$ cat src/rtl/led_sel_ctrl.sv
// Credit / vend / refund controller for the seller LED stage.
// Drives seven active-low pattern selects, exactly one of which is low at any time.
module led_sel_ctrl #(
    parameter int unsigned PRICE       = 2,
    parameter int unsigned MAX_CREDIT  = 4,
    parameter int unsigned FLASH_CYC   = 50_000_000,
    parameter int unsigned PULSE_CYC   = 50_000_000,
    parameter int unsigned TIMEOUT_CYC = 500_000_000
) (
    input  logic       clk,
    input  logic       rst_n,
    input  logic       coin_in,
    input  logic       vend_req,
    input  logic       cancel,
    output logic       led_idle_rst_n,
    output logic       led1_rst_n,
    output logic       led2_rst_n,
    output logic       led3_rst_n,
    output logic       led4_rst_n,
    output logic       led_flash_rst_n,
    output logic       led_pulse_rst_n,
    output logic [2:0] credit,
    output logic       busy
);

    localparam int unsigned MAX_FP  = (FLASH_CYC > PULSE_CYC) ? FLASH_CYC : PULSE_CYC;
    localparam int unsigned MAX_CYC = (MAX_FP > TIMEOUT_CYC) ? MAX_FP : TIMEOUT_CYC;
    localparam int unsigned TW      = (MAX_CYC > 1) ? $clog2(MAX_CYC) : 1;

    localparam logic [TW-1:0] FLASH_END   = TW'(FLASH_CYC - 1);
    localparam logic [TW-1:0] PULSE_END   = TW'(PULSE_CYC - 1);
    localparam logic [TW-1:0] TIMEOUT_END = TW'(TIMEOUT_CYC - 1);
    localparam logic [2:0]    PRICE_C     = 3'(PRICE);
    localparam logic [2:0]    MAX_C       = 3'(MAX_CREDIT);

    // Select vector bit order: {pulse, flash, led4, led3, led2, led1, idle}
    localparam logic [6:0] SEL_IDLE  = 7'b111_1110;
    localparam logic [6:0] SEL_FLASH = 7'b101_1111;
    localparam logic [6:0] SEL_PULSE = 7'b011_1111;

    typedef enum logic [1:0] {
        S_IDLE   = 2'd0,
        S_CREDIT = 2'd1,
        S_FLASH  = 2'd2,
        S_PULSE  = 2'd3
    } state_t;

    state_t        state_q, state_d;
    logic [2:0]    credit_q, credit_d;
    logic [TW-1:0] timer_q, timer_d;
    logic [6:0]    sel_q;
    logic          busy_q;

    function automatic logic [6:0] sel_decode(input state_t s, input logic [2:0] c);
        logic [6:0] sel;
        case (s)
            S_IDLE:  sel = SEL_IDLE;
            S_CREDIT: begin
                case (c)
                    3'd1:    sel = 7'b111_1101;
                    3'd2:    sel = 7'b111_1011;
                    3'd3:    sel = 7'b111_0111;
                    3'd4:    sel = 7'b110_1111;
                    default: sel = SEL_IDLE;
                endcase
            end
            S_FLASH: sel = SEL_FLASH;
            S_PULSE: sel = SEL_PULSE;
            default: sel = SEL_IDLE;
        endcase
        return sel;
    endfunction

    // Next-state logic; cancel outranks vend_req, which outranks coin_in.
    always_comb begin
        state_d  = state_q;
        credit_d = credit_q;
        timer_d  = timer_q;
        case (state_q)
            S_IDLE: begin
                if (coin_in) begin
                    state_d  = S_CREDIT;
                    credit_d = 3'd1;
                    timer_d  = '0;
                end else begin
                    timer_d  = '0;
                end
            end
            S_CREDIT: begin
                if (cancel) begin
                    state_d  = S_PULSE;
                    credit_d = 3'd0;
                    timer_d  = '0;
                end else if (vend_req) begin
                    timer_d = '0;
                    if (credit_q >= PRICE_C) begin
                        credit_d = credit_q - PRICE_C;
                        state_d  = S_FLASH;
                    end else begin
                        credit_d = credit_q;
                    end
                end else if (coin_in) begin
                    timer_d = '0;
                    if (credit_q < MAX_C) begin
                        credit_d = credit_q + 3'd1;
                    end else begin
                        credit_d = credit_q;
                    end
                end else if (timer_q == TIMEOUT_END) begin
                    state_d  = S_PULSE;
                    credit_d = 3'd0;
                    timer_d  = '0;
                end else begin
                    timer_d = timer_q + TW'(1);
                end
            end
            S_FLASH: begin
                if (timer_q == FLASH_END) begin
                    timer_d = '0;
                    state_d = (credit_q != 3'd0) ? S_CREDIT : S_IDLE;
                end else begin
                    timer_d = timer_q + TW'(1);
                end
            end
            S_PULSE: begin
                if (timer_q == PULSE_END) begin
                    timer_d = '0;
                    state_d = S_IDLE;
                end else begin
                    timer_d = timer_q + TW'(1);
                end
            end
            default: begin
                state_d  = S_IDLE;
                credit_d = 3'd0;
                timer_d  = '0;
            end
        endcase
    end

    // State, credit, timer and registered select/busy outputs.
    always_ff @(posedge clk or negedge rst_n) begin
        if (!rst_n) begin
            state_q  <= S_IDLE;
            credit_q <= 3'd0;
            timer_q  <= '0;
            sel_q    <= SEL_IDLE;
            busy_q   <= 1'b0;
        end else begin
            state_q  <= state_d;
            credit_q <= credit_d;
            timer_q  <= timer_d;
            sel_q    <= sel_decode(state_d, credit_d);
            busy_q   <= (state_d == S_FLASH) || (state_d == S_PULSE);
        end
    end

    assign led_idle_rst_n  = sel_q[0];
    assign led1_rst_n      = sel_q[1];
    assign led2_rst_n      = sel_q[2];
    assign led3_rst_n      = sel_q[3];
    assign led4_rst_n      = sel_q[4];
    assign led_flash_rst_n = sel_q[5];
    assign led_pulse_rst_n = sel_q[6];
    assign credit          = credit_q;
    assign busy            = busy_q;

endmodule
$ cat config.mk
export PLATFORM = sky130hd
export DESIGN_NAME = led_sel_ctrl
export DESIGN_NICKNAME = d
export VERILOG_FILES = /design/src/rtl/led_sel_ctrl.sv
export SDC_FILE = /design/constraint.sdc
export NUM_CORES = 1
export LEC_CHECK = 0
export CORE_ASPECT_RATIO = 0.9
export CORE_UTILIZATION = 30
export CTS_CLUSTER_DIAMETER = 30
export CTS_CLUSTER_SIZE = 20
export DETAILED_ROUTE_END_ITERATION = 16
export MAX_ROUTING_LAYER = met4
export PLACE_DENSITY = 0.58
export SETUP_SLACK_MARGIN = 0.5
export SYNTH_ARGS = -nofsm -noshare
export SYNTH_HDL_FRONTEND = slang
export SYNTH_SLANG_ARGS = --single-unit
$ cat constraint.sdc
create_clock -name clk -period 4.4 [get_ports clk]
set_input_delay 0.88 -clock clk [delete_from_list [all_inputs] [get_ports clk]]
set_output_delay 0.88 -clock clk [all_outputs]
set_load 0.05 [all_outputs]
==> results of run 1 <==
## cells by family after synthesis
kind of cell    after synthesis  share of synthesized area
buf+inv                      20                    0.03644
fa+ha+maj                     5                    0.02803
simple gates                113                     0.2629
flops                        42                     0.4742
mux                           3                    0.01345
compound gates               31                    0.09866
xor+xnor                     22                    0.08633
## report_power, final
| group | total, uW | internal (uW) | switching, uW |
|---|---|---|---|
| Clock | 232 | 113 | 119 |
| Combinational | 136 | 49.1 | 86.5 |
| Sequential | 404 | 393 | 10.8 |
| Total | 772 | 555 | 216 |
## per-layer routing
layer	routed length (um)	vias up	share of wire	global-route usage
met4	0	0	0	0.02238
met5	0	-	0	-
li1	-	847	-	-
met3	154	0	0.035	0.03097
met1	2159	846	0.50	0.1660
met2	2027	35	0.47	0.2005
## per-stage QoR
stage / hold WS, ns / setup slack, ns / utilization / cells / instance area, um2
floorplan: 0.4479 / 1.887 / - / 236 / 2232
global placement: 0.4762 / 1.440 / 0.3466 / 337 / 2465
detailed placement: 0.4711 / 1.388 / 0.3466 / 337 / 2465
CTS: 0.4821 / 1.637 / 0.3578 / 345 / 2545
global route: 0.5248 / 1.534 / 0.3578 / 345 / 2545
finish: 0.4834 / 1.644 / 0.3578 / 345 / 2545
## flip-flops by register name, summed over array words and instances, names as in the netlist
| name | flops |
|---|---|
| sel_q | 7 |
| timer_q | 29 |
| state_q | 2 |
| credit | 3 |
| busy | 1 |
## critical path: stages
cell and delay [ns]:
sky130_fd_sc_hd__clkdlybuf4s50_1 0.63, sky130_fd_sc_hd__a21boi_0 0.56, sky130_fd_sc_hd__nor4_1 0.13, sky130_fd_sc_hd__a21oi_2 0.27
sky130_fd_sc_hd__nand2_1 0.10, sky130_fd_sc_hd__xor2_1 0.15, sky130_fd_sc_hd__a21o_1 0.20
## area by class of cell
type                            instances  area, um2
Sequential cell                        42       1059
Fill cell                             760       4567
Inverter                               12      45.04
Clock buffer                            8      80.08
Timing Repair Buffer                   16      152.6
Tap cell                               93      116.4
Multi-Input combinational cell        174       1092
## final timing paths
kind / start / end / slack (ns)
max in group asynchronous: rst_n / timer_q[7] / 3.12
worst min register to register: timer_q[0] / timer_q[0] / 0.48
min in group asynchronous: rst_n / credit[1] / 0.72
worst min-delay path: timer_q[0] / timer_q[0] / 0.48
worst max-delay path: vend_req / sel_q[0] / 1.64
worst max register to register: timer_q[20] / sel_q[0] / 1.65
## synthesized netlist by cell type (2+ instances only)
cell type,n,share of area
sky130_fd_sc_hd__or4_1,3,0.010
sky130_fd_sc_hd__dfrtp_1,36,0.40
sky130_fd_sc_hd__nor3b_1,2,0.0067
sky130_fd_sc_hd__nand3_1,17,0.038
sky130_fd_sc_hd__inv_1,12,0.020
sky130_fd_sc_hd__o21ai_0,8,0.018
sky130_fd_sc_hd__nand4b_1,2,0.0078
sky130_fd_sc_hd__nor3_1,5,0.011
sky130_fd_sc_hd__xnor2_1,8,0.031
sky130_fd_sc_hd__and3_1,7,0.020
sky130_fd_sc_hd__and2_1,2,0.0056
sky130_fd_sc_hd__nor4_1,2,0.0056
sky130_fd_sc_hd__mux2i_1,3,0.013
sky130_fd_sc_hd__dfstp_2,6,0.071
sky130_fd_sc_hd__a21oi_1,9,0.020
sky130_fd_sc_hd__ha_1,5,0.028
sky130_fd_sc_hd__nand2b_1,2,0.0056
sky130_fd_sc_hd__xor2_1,14,0.055
sky130_fd_sc_hd__nor2b_1,2,0.0056
sky130_fd_sc_hd__clkbuf_1,5,0.0084
sky130_fd_sc_hd__nand4_1,5,0.014
sky130_fd_sc_hd__or3_1,5,0.014
sky130_fd_sc_hd__nor4b_1,3,0.012
sky130_fd_sc_hd__nor2_1,31,0.052
sky130_fd_sc_hd__buf_2,2,0.0045
sky130_fd_sc_hd__nand2_1,20,0.034
==> impl_metrics.json, run 1 <==
{
  "cts_hold_buf": 0,
  "final.setup_skew_ns": 0.006692,
  "minimum_clock_period_after_layout_ns": 2.756,
  "post_synth_instance_area_um2": 2232,
  "synth_seq_area_share": 0.4742,
  "wl_mm": 4.341,
  "cell_depth_of_the_worst_min_delay_path": 1,
  "design.die.area_um2": 7790,
  "worst_ir_drop_on_vdd_mv": 0.09268,
  "cts_root_buffer": "sky130_fd_sc_hd__clkbuf_8",
  "clk_latency_ns": 0.28,
  "mostFrequentLayoutCells": "sky130_fd_sc_hd__dfrtp_1, sky130_fd_sc_hd__nor2_1, sky130_fd_sc_hd__nand2_1, sky130_fd_sc_hd__nand3_1",
  "cap_violations": 0,
  "nNetsFinal": 261,
  "syn_avg_cell_area_um2": 9.458,
  "worst_slew_margin_relative_to_its_limit": 0.4015,
  "vias_per_cell": 5.009,
  "report.final.hold_viol_count": 0,
  "timing_worst_slew_pin_value_ns": 0.8978,
  "detailedRoute.firstIterationViolations": 65,
  "yosys_warnings": 0,
  "cts-buffers-inserted": 5,
  "route.vias.total": 1728,
  "slew_violations": 0,
  "max-clock-path-buffers": 2,
  "finalPower_uw": 771.6,
  "cts_tree": "done",
  "worst-setup-path-type": "in2reg",
  "fmax_mhz": 362.8,
  "setup_repair_after_global_routing_missed_its_margin": "false",
  "power.static_leakage_uw": 0.001064,
  "antennaDiodeCount": 0,
  "run_status": "finished clean",
  "commonest_register_cell_after_synthesis": "sky130_fd_sc_hd__dfrtp_1",
  "finalSetupViolCount": 0,
  "grt_overflow": 0,
  "worst-endpoint-arrival_ns": 2.92,
  "post_cts_resized": 0,
  "grt_first_pass_wirelength_mm": 7.859,
  "syn_nets": 246,
  "end_kind": "flip-flop",
  "critical_path_peak_fanout": 9,
  "fin_crit_sh": 0.6264,
  "post_synth_num_cell_types": 46,
  "holdCritPathClass": "reg2reg",
  "rows": 29,
  "flow.area_growth_from_synthesis_pct": 14.01,
  "coreArea_um2": 7112,
  "pin_count_of_the_biggest_net_entering_global_routing": 43,
  "number_of_synthesized_register_bits": 42,
  "gp_congestion": 0.9035,
  "floorplan.io_pins": 16,
  "synthesis.instances": 236,
  "start_util": 0.3139,
  "dp.final_hpwl_mm": 3.135,
  "postCtsSetupRepairBufs": 0,
  "buffer_ports.inserted": 15,
  "first_global_vias": 1701,
  "grt_use_total": 0.1265,
  "die_height_um": 83.83,
  "setup_tns_ns": 0,
  "final_layout_size_suffix_gt1_frac": 0.07143,
  "final_common_cell": "sky130_fd_sc_hd__dfrtp_1",
  "drt.antenna.violating_nets": 0,
  "detail_route.drc_violations": 0,
  "p_per_area_nw_per_um2": 303.2,
  "synth_enable_flop_cells": 0,
  "firstDrtPassIters": 4,
  "ff2ff_path_depth": 7,
  "crit_path_start_kind": "primary input",
  "cts.sinks": 42,
  "clk_pin_slew_ns": 0.08,
  "cts.htree.levels": 2,
  "route.detailed.wl_per_inst_um": 12.58,
  "ys_async_sr_fraction": 1.000,
  "die-width_um": 92.93,
  "critPathRequiredTime_ns": 4.57,
  "antenna_violations_before_repair": 0
}
(Power assumes the default switching activity.)
==> run 2: changes to the inputs <==
--- a/config.mk
+++ b/config.mk
@@ -11,7 +11,7 @@
 export CTS_CLUSTER_SIZE = 20
 export DETAILED_ROUTE_END_ITERATION = 16
 export MAX_ROUTING_LAYER = met4
-export PLACE_DENSITY = 0.58
+export PLACE_DENSITY = 0.6
 export SETUP_SLACK_MARGIN = 0.5
 export SYNTH_ARGS = -nofsm -noshare
 export SYNTH_HDL_FRONTEND = slang
==> constraint.sdc (replaced) <==
create_clock -name clk -period 2.23 [get_ports clk]
set_input_delay 0.446 -clock clk [delete_from_list [all_inputs] [get_ports clk]]
set_output_delay 0.446 -clock clk [all_outputs]
set_load 0.05 [all_outputs]
==> run 2 against run 1 <==
  * Clock-buffer cell count shrank 1
  * Routed wire length grew 15%
  * Core utilization grew 8.1 points
  * Combinational power grew 150%
  * Die area is the same
  * Non-clock buffer count grew 57
  * Clock skew grew 0.0053 ns
  * Critical path type is now reg2reg
  * The flow now finishes with violations (setup timing)
==> impl_metrics.json, run 2 (synthesis gave the netlist of run 1 again) <==
{
  "run_status": "complete, but fails checks",
  "violated_checks": "setup timing",
  "holdCritPathClass": "in2async",
  "drt.antenna.violating_nets": 0,
  "grt_first_pass_wirelength_mm": 9.087,
  "largest-register": "timer_q",
  "clock_power_share": 0.359,
  "antenna_violations_before_repair": 0,
  "minimum_clock_period_after_layout_ns": 2.484,
  "die-width_um": 92.93,
  "grt_overflow": 0,
  "die_height_um": 83.83,
  "critical_path_peak_fanout": 6,
  "grt_use_total": 0.1501,
  "worst_slew_margin_relative_to_its_limit": 0.6509,
  "coreArea_um2": 7112,
  "worst-endpoint-arrival_ns": 2.72,
  "crit_path_top_delay_cell": "sky130_fd_sc_hd__or4_1",
  "fin_crit_sh": 1.114,
  "design.die.area_um2": 7790,
  "switching_share": 0.2722,
  "floorplan.io_pins": 16,
  "power.static_leakage_uw": 0.001404,
  "setup_slack_ns": -0.2539,
  "net-switching-power_uw": 477.3,
  "cts_tree": "done",
  "route.detailed.wl_per_inst_um": 12.45,
  "worst-setup-path-type": "reg2reg",
  "first_global_vias": 1955,
  "antennaDiodeCount": 0,
  "fmax_mhz": 402.6,
  "vias_per_cell": 4.771,
  "slew_violations": 0,
  "pin_count_of_the_biggest_net_entering_global_routing": 43,
  "worst_ir_drop_on_vdd_mv": 0.2123,
  "setup_repair_after_global_routing_missed_its_margin": "true",
  "detailedRoute.firstIterationViolations": 91,
  "sequential_share_of_power": 0.448,
  "cap_violations": 0,
  "flow.area_growth_from_synthesis_pct": 39.97,
  "regToRegSetupSlack_ns": -0.25,
  "report.final.hold_viol_count": 0,
  "final_common_cell": "sky130_fd_sc_hd__buf_4",
  "cts_root_buffer": "sky130_fd_sc_hd__clkbuf_8",
  "crit_path_start_kind": "flip-flop",
  "p_per_area_nw_per_um2": 561.3,
  "rows": 29,
  "critPathRequiredTime_ns": 2.46,
  "buffer_ports.inserted": 15,
  "gp_congestion": 0.8164,
  "nNetsFinal": 318,
  "clk_pin_slew_ns": 0.09,
  "critical_path.max_stage_delay_ns": 0.51,
  "setup_tns_ns": -7.672,
  "fin_util": 0.4393,
  "finalSetupViolCount": 40,
  "nFillCells": 687,
  "crit_path_cell_trace": "or4_1 > or4_4 > or3_4 > o31a_1 > o21ai_4 > nor2_2 > nand4b_1",
  "cts.sinks": 42,
  "wl_mm": 5.004,
  "start_util": 0.3139,
  "cts-buffers-inserted": 5,
  "mostFrequentLayoutCells": "sky130_fd_sc_hd__buf_4, sky130_fd_sc_hd__dfrtp_1, sky130_fd_sc_hd__nor2_1, sky130_fd_sc_hd__nand2_1, sky130_fd_sc_hd__nand3_1",
  "end_kind": "flip-flop",
  "cts.htree.levels": 2,
  "detail_route.drc_violations": 0,
  "combPwrFrac": 0.193,
  "final.setup_skew_ns": 0.01195,
  "dp.final_hpwl_mm": 3.657,
  "route.vias.total": 1918,
  "max-clock-path-buffers": 2,
  "internal-power_uw": 1276,
  "largest_reg_flops": 29,
  "clk_latency_ns": 0.29,
  "final_layout_size_suffix_gt1_frac": 0.3172,
  "timing_worst_slew_pin_value_ns": 0.5237,
  "firstDrtPassIters": 4,
  "cts_hold_buf": 0
}
## run 2: cell types whose count changed in the layout (fill, tap and decap cells not counted), moves of 2 or more
cell,previous run,this run
sky130_fd_sc_hd__buf_6,0,6
sky130_fd_sc_hd__dlygate4sd2_1,0,2
sky130_fd_sc_hd__inv_4,0,2
sky130_fd_sc_hd__nor4b_2,0,2
sky130_fd_sc_hd__or4_4,0,2
sky130_fd_sc_hd__clkdlybuf4s50_1,14,3
sky130_fd_sc_hd__inv_1,12,10
sky130_fd_sc_hd__clkdlybuf4s15_2,0,8
sky130_fd_sc_hd__buf_4,1,51
sky130_fd_sc_hd__nor4b_1,3,0
sky130_fd_sc_hd__nand2_1,20,18
sky130_fd_sc_hd__clkbuf_1,3,1
sky130_fd_sc_hd__or4_1,3,1
## run 2: area by class of cell
class | instances | area [um2] | area share
Multi-Input combinational cell | 174 | 1165 | 0.3728
Sequential cell | 42 | 1059 | 0.3388
Timing Repair Buffer | 73 | 618.1 | 0.1978
Tap cell | 93 | 116.4 | 0.03724
Clock buffer | 7 | 86.33 | 0.02763
Inverter | 12 | 50.05 | 0.01602
Clock inverter | 1 | 30.03 | 0.009612
## run 2: power groups by stage
stage	combinational [uW]	sequential, uW	clock [uW]
3_3_place_gp	329	802	0
5_1_grt	376	789	676
4_1_cts	334	786	640
6_report	338	786	630
2_1_floorplan	154	847	0
3_5_place_dp	332	801	0
## run 2: per-layer routing
| layer | vias to the layer above | GRT usage | routed length, um | share of wire |
|---|---|---|---|---|
| met1 | 916 | 0.2029 | 2476 | 0.49 |
| li1 | 965 | - | - | - |
| met4 | 0 | 0.04895 | 66 | 0.013 |
| met5 | - | - | 0 | 0 |
| met2 | 30 | 0.2326 | 2324 | 0.46 |
| met3 | 7 | 0.02004 | 136 | 0.027 |
## run 2: what timing repair did
action                                  4_1_cts  5_1_grt
endpoints found under the setup margin       53       42
setup buffers                                 4        3
pin swaps                                     8        6
resized for setup                            46        5
## run 2: path summary, 6_finish.rpt
path,depth (start not counted),start,endpoint
max,7,timer_q[17],sel_q[1]
max in group asynchronous,2,rst_n,sel_q[5]
min in group clk,2,timer_q[0],timer_q[0]
min,2,rst_n,timer_q[24]
max reg2reg,7,timer_q[17],sel_q[1]
min reg2reg,2,timer_q[0],timer_q[0]
## run 2: through the flow
step	hold slack [ns]	instance area, um2	total power, uW	setup slack, ns	cells
3_5_place_dp	0.5291	2879	1133	-0.2588	387
6_report	0.2028	3124	1754	-0.2539	402
4_1_cts	0.2264	3084	1761	-0.2407	399
2_1_floorplan	0.1504	2276	1001	-0.1924	236
5_1_grt	0.2543	3124	1840	-0.3600	402
3_3_place_gp	0.5325	2879	1131	-0.2809	387
## run 2: critical path, delay by kind of cell, from the launching register on
kind / cells / cell delay [ns]
AO/OA/AOI/OAI: 2 / 0.52
flip-flops: 1 / 0.38
AND/OR/NAND/NOR: 5 / 1.53
